===== src/rtl/dp_sequencer.sv =====
// Multi-cycle sequencer for ARM data-processing instructions: captures an
// instruction, evaluates its condition field, and drives decode/control signals.
module dp_sequencer #(
    parameter int NV_EXECUTES = 0
) (
    input  logic        clk,
    input  logic        rst_n,
    input  logic        start,
    input  logic [31:0] ir,
    input  logic [3:0]  nzcv,
    output logic [3:0]  rn_addr,
    output logic [3:0]  rm_addr,
    output logic [3:0]  rs_addr,
    output logic [3:0]  rd_addr,
    output logic        imm_sel,
    output logic [31:0] imm_data,
    output logic        shift_reg_sel,
    output logic [7:0]  shift_imm,
    output logic [2:0]  SHIFT_OP,
    output logic [3:0]  ALU_OP,
    output logic        S,
    output logic        wr_en,
    output logic        busy,
    output logic        done,
    output logic        skipped,
    output logic [1:0]  dbg_state
);

    typedef enum logic [1:0] {
        IDLE   = 2'd0,
        DECODE = 2'd1,
        EXEC   = 2'd2,
        WB     = 2'd3
    } state_t;

    state_t      state, state_nxt;
    logic [31:0] ir_q;
    logic        skip_q;
    logic        cond_pass;
    logic        is_cmp;
    logic        unused_ir_bits;

    // Handshake: start is a valid strobe, and !busy acts as ready; a start
    // is taken only on an edge where the FSM sits in IDLE, otherwise dropped.
    logic accept;
    assign accept = (state == IDLE) && start;

    assign is_cmp         = (ir_q[24:23] == 2'b10);
    assign unused_ir_bits = ^ir_q[27:26];

    always_comb begin
        cond_pass = 1'b0;
        case (ir_q[31:28])
            4'h0: cond_pass = nzcv[2];
            4'h1: cond_pass = !nzcv[2];
            4'h2: cond_pass = nzcv[1];
            4'h3: cond_pass = !nzcv[1];
            4'h4: cond_pass = nzcv[3];
            4'h5: cond_pass = !nzcv[3];
            4'h6: cond_pass = nzcv[0];
            4'h7: cond_pass = !nzcv[0];
            4'h8: cond_pass = nzcv[1] && !nzcv[2];
            4'h9: cond_pass = !nzcv[1] || nzcv[2];
            4'hA: cond_pass = (nzcv[3] == nzcv[0]);
            4'hB: cond_pass = (nzcv[3] != nzcv[0]);
            4'hC: cond_pass = !nzcv[2] && (nzcv[3] == nzcv[0]);
            4'hD: cond_pass = nzcv[2] || (nzcv[3] != nzcv[0]);
            4'hE: cond_pass = 1'b1;
            default: cond_pass = (NV_EXECUTES != 0);
        endcase
    end

    always_ff @(posedge clk or negedge rst_n) begin
        if (!rst_n) begin
            state <= IDLE;
        end else begin
            state <= state_nxt;
        end
    end

    always_ff @(posedge clk or negedge rst_n) begin
        if (!rst_n) begin
            ir_q   <= 32'd0;
            skip_q <= 1'b0;
        end else if (accept) begin
            ir_q   <= ir;
            skip_q <= 1'b0;
        end else if (state == DECODE) begin
            skip_q <= !cond_pass;
        end
    end

    always_comb begin
        state_nxt = state;
        case (state)
            IDLE:    if (start) state_nxt = DECODE;
            DECODE:  state_nxt = cond_pass ? EXEC : WB;
            EXEC:    state_nxt = WB;
            WB:      state_nxt = IDLE;
            default: state_nxt = IDLE;
        endcase
    end

    // Decode outputs are driven only while busy so IDLE presents all zeros.
    always_comb begin
        rn_addr       = 4'd0;
        rm_addr       = 4'd0;
        rs_addr       = 4'd0;
        rd_addr       = 4'd0;
        imm_sel       = 1'b0;
        imm_data      = 32'd0;
        shift_reg_sel = 1'b0;
        shift_imm     = 8'd0;
        SHIFT_OP      = 3'b000;
        ALU_OP        = 4'd0;
        S             = 1'b0;
        wr_en         = 1'b0;
        busy          = (state != IDLE);
        done          = (state == WB);
        skipped       = (state == WB) && skip_q;
        dbg_state     = state;
        if (state != IDLE) begin
            rn_addr = ir_q[19:16];
            rd_addr = ir_q[15:12];
            rs_addr = ir_q[11:8];
            rm_addr = ir_q[3:0];
            ALU_OP  = ir_q[24:21];
            if (ir_q[25]) begin
                imm_sel   = 1'b1;
                imm_data  = {24'd0, ir_q[7:0]};
                shift_imm = {3'b000, ir_q[11:8], 1'b0};
                SHIFT_OP  = 3'b110;
            end else if (!ir_q[4]) begin
                SHIFT_OP  = {ir_q[6:5], 1'b0};
                shift_imm = {3'b000, ir_q[11:7]};
            end else begin
                SHIFT_OP      = {ir_q[6:5], 1'b1};
                shift_reg_sel = 1'b1;
            end
        end
        if ((state == WB) && !skip_q) begin
            S     = ir_q[20] || is_cmp;
            wr_en = !is_cmp;
        end
    end

endmodule

===== config.mk =====
export PLATFORM = sky130hd
export DESIGN_NAME = dp_sequencer
export DESIGN_NICKNAME = d
export VERILOG_FILES = /design/src/rtl/dp_sequencer.sv
export SDC_FILE = /design/constraint.sdc
export NUM_CORES = 1
export LEC_CHECK = 0
export ABC_AREA = 1
export CAP_MARGIN = 10
export CORE_MARGIN = 3
export CORE_UTILIZATION = 42
export CTS_CLUSTER_DIAMETER = 40
export DETAILED_ROUTE_END_ITERATION = 8
export GPL_TIMING_DRIVEN = 0
export PLACE_DENSITY = 0.87
export SLEW_MARGIN = 40
export SYNTH_ARGS = -nofsm -noshare
export SYNTH_HDL_FRONTEND = slang
export SYNTH_SLANG_ARGS = --single-unit

===== constraint.sdc =====
create_clock -name clk -period 4.25 [get_ports clk]
set_input_delay 0.6375 -clock clk [delete_from_list [all_inputs] [get_ports clk]]
set_output_delay 0.6375 -clock clk [all_outputs]
set_load 0.1 [all_outputs]

==> out/metrics.cfg <==
[sta]
tightestPinTransition_ns = 0.5077
period_needed_ns = 2.896
rsz0062_at_grt = no
drv_slew = 0
setup_viol = 0
maxSlewHeadroom_pct = 66.15
fmax_mhz = 345.3
finalCritPeriodShare_pct = 68.15
fin_tns_setup_ns = 0
finalHoldViolations = 0
skew_ns = 0.002043

[global_routing]
grt_max_degree = 19
grt_pass1_wl_um = 8217
grt.overflow.total = 0
first_global_vias = 1778
grt_usage_pct = 19.25
antenna_found_initial = 0

[cts]
cts_buffers = 5
tritoncts = yes
post_cts_buffers = 0
ctsResizeCount = 0
clk_pin_slew_ns = 0.07
clk_latency_ns = 0.28
cts_htree_levels = 2
cts-root-buf = clkbuf_8
ctsHoldBuffers = 0
cts.sinks = 33
clock_path_buffers = 2

[place]
portBuffers = 81
dpl.hpwl_um = 4095
place_congestion = 0.7914

[route]
drt_wl_total_um = 5089
drt_iter0_drc = 107
wl_per_cell_um = 11.59
drc_errors = 0
viasPerCell = 4.478
postRouteAntennaNets = 0
dr.pass1.iters = 4
via_count = 1966

[run]
max-cap-violations = 0

[die]
die_x_um = 74.65
core-area_um2 = 4444
die-area_um2 = 5573
rows = 24
initial_core_util_pct = 44.54
io-pin-count = 111
die_h_um = 74.65

[logic_synthesis]
synth_cells = 271
yosysSeqAreaShare_pct = 41.72
synthArstFlopShare_pct = 100.0
synthFlopType = dfrtp_1
synth_edf_count = 0
synth_area_um2 = 1979
yosysWarningCount = 0
avgSynthCellArea_um2 = 7.304
synth_seq_cells = 33
yosysUniqueCellTypes = 23

[hold_path]
hold_path_class = in2async

[setup_path]
reg2reg_setup_slack_ns = 2.55
cp-startpoint = dbg_state[0]
critPathCapture = SHIFT_OP[0]
worst-endpoint-required_ns = 3.61
r2r_end = ir_q[5]
end_kind = output port
start_kind = flop
reg2reg_from = dbg_state[0]
r2r_cells = 7
worstSetupPathType = reg2out
cp.arrival_ns = 2.26
path_max_fanout = 10

[final_layout]
n_antenna_cell = 0
layout-drive-gt1-share_pct = 27.39
n_fill_cell = 433
syn_to_final_growth_pct = 44.56
regArea_um2 = 825.8
multi_input_area_um2 = 870.8
nNetsFinal = 428

[status]
status = finished clean

-- cell usage in the layout, fill, tap and decap left out --
cell type and instances:
buf_2 49, nand3b_4 1, buf_16 1, clkbuf_8 5, o21ai_0 28, nor2_2 8
nor3_2 1, conb_1 27, a21oi_1 7, a21oi_2 2, clkdlybuf4s50_1 35, nor3_1 7
ha_1 3, nand2_2 4, clkinv_2 2, or2_2 1, inv_2 1, nand2_1 54
nor2_1 30, nand4_1 2, nand3_1 8, o21ai_1 1, inv_1 39, dfrtp_1 33
clkbuf_1 6, nor4_2 1, buf_4 30, o31ai_1 1
-- registers in the layout, summed over array words and instances, names as in the netlist --
register and cells:
skip_q 1, dbg_state 2, ir_q 30
-- through the flow --
| stage | util, % | std cells | setup slack (ns) | instance area (µm²) | hold WS [ns] |
|---|---|---|---|---|---|
| 3_5_place_dp | 62.53 | 431 | 1.649 | 2779 | 0.4714 |
| 2_1_floorplan | - | 297 | -0.1883 | 2106 | 0.3419 |
| 4_1_cts | 64.39 | 439 | 1.329 | 2861 | 0.2835 |
| 5_1_grt | 64.39 | 439 | 1.193 | 2861 | 0.2895 |
| 6_report | 64.39 | 439 | 1.354 | 2861 | 0.2775 |
| 3_3_place_gp | 67.09 | 430 | 1.004 | 2982 | 0.4685 |
-- logic make-up (layout without fill, tap and decap cells) --
group	after synthesis	count (layout)	share of synthesized area, %
AOI/OAI and AO/OA	39	39	10.37
adders and majority gates	3	3	1.897
buffers and inverters	78	168	20.67
DFF	33	33	41.72
other	1	27	0.1895
and+or+nand+nor	117	117	25.16
-- final cells by class --
type	instances	area share (%)
flip-flops and latches	33	28.86
well taps	52	2.274
plain buffers	38	9.051
repair buffers	82	21.25
multi-input cells	186	30.43
inverters	40	5.247
clock buffers	6	2.536
clock inverters	2	0.3498
-- synthesized netlist by cell type, types with 2 or more instances --
cell type  count  area [µm²]
o21ai_0       28       140.1
a21oi_2        2       17.52
dfrtp_1       33       825.8
nand2_2        4       25.02
nand4_1        2       12.51
a21oi_1        7       35.03
nor2_1        37       138.9
nor3_1         8       40.04
nand2_1       54       202.7
ha_1           3       37.54
buf_4         30       225.2
clkbuf_1       5       18.77
buf_2          3       15.01
nand3_1        8       40.04
inv_1         39       146.4
-- how the worst min path moves through the flow --
stage | from | end | slack (ns)
after detailed placement | ir_q[20] | ir_q[20] | 0.47
after global placement | ir_q[20] | ir_q[20] | 0.47
after global routing | rst_n | ir_q[12] | 0.29
after floorplan | rst_n | dbg_state[0] | 0.34
after CTS | rst_n | ir_q[21] | 0.28
final | rst_n | ir_q[21] | 0.28
-- routing by layer --
metal	vias up	global-route usage (%)	part of all wire, %
met5	-	0	0
met3	2	6.142	8.8
met1	884	24.49	42
met4	0	4.743	0.47
li1	1006	-	-
met2	74	32.00	49
-- worst max-delay path: stages, from the launching register on --
cell      delay (ns)
dfrtp_1         0.44
inv_1           0.08
ha_1            0.19
buf_2           0.16
clkbuf_1        0.26
nor3_2          0.28
buf_4           0.14
buf_2           0.42
Power is left out: the tool's default activity adds up to more than one toggle a clock period on the data nets, which glitch-free logic cannot reach.
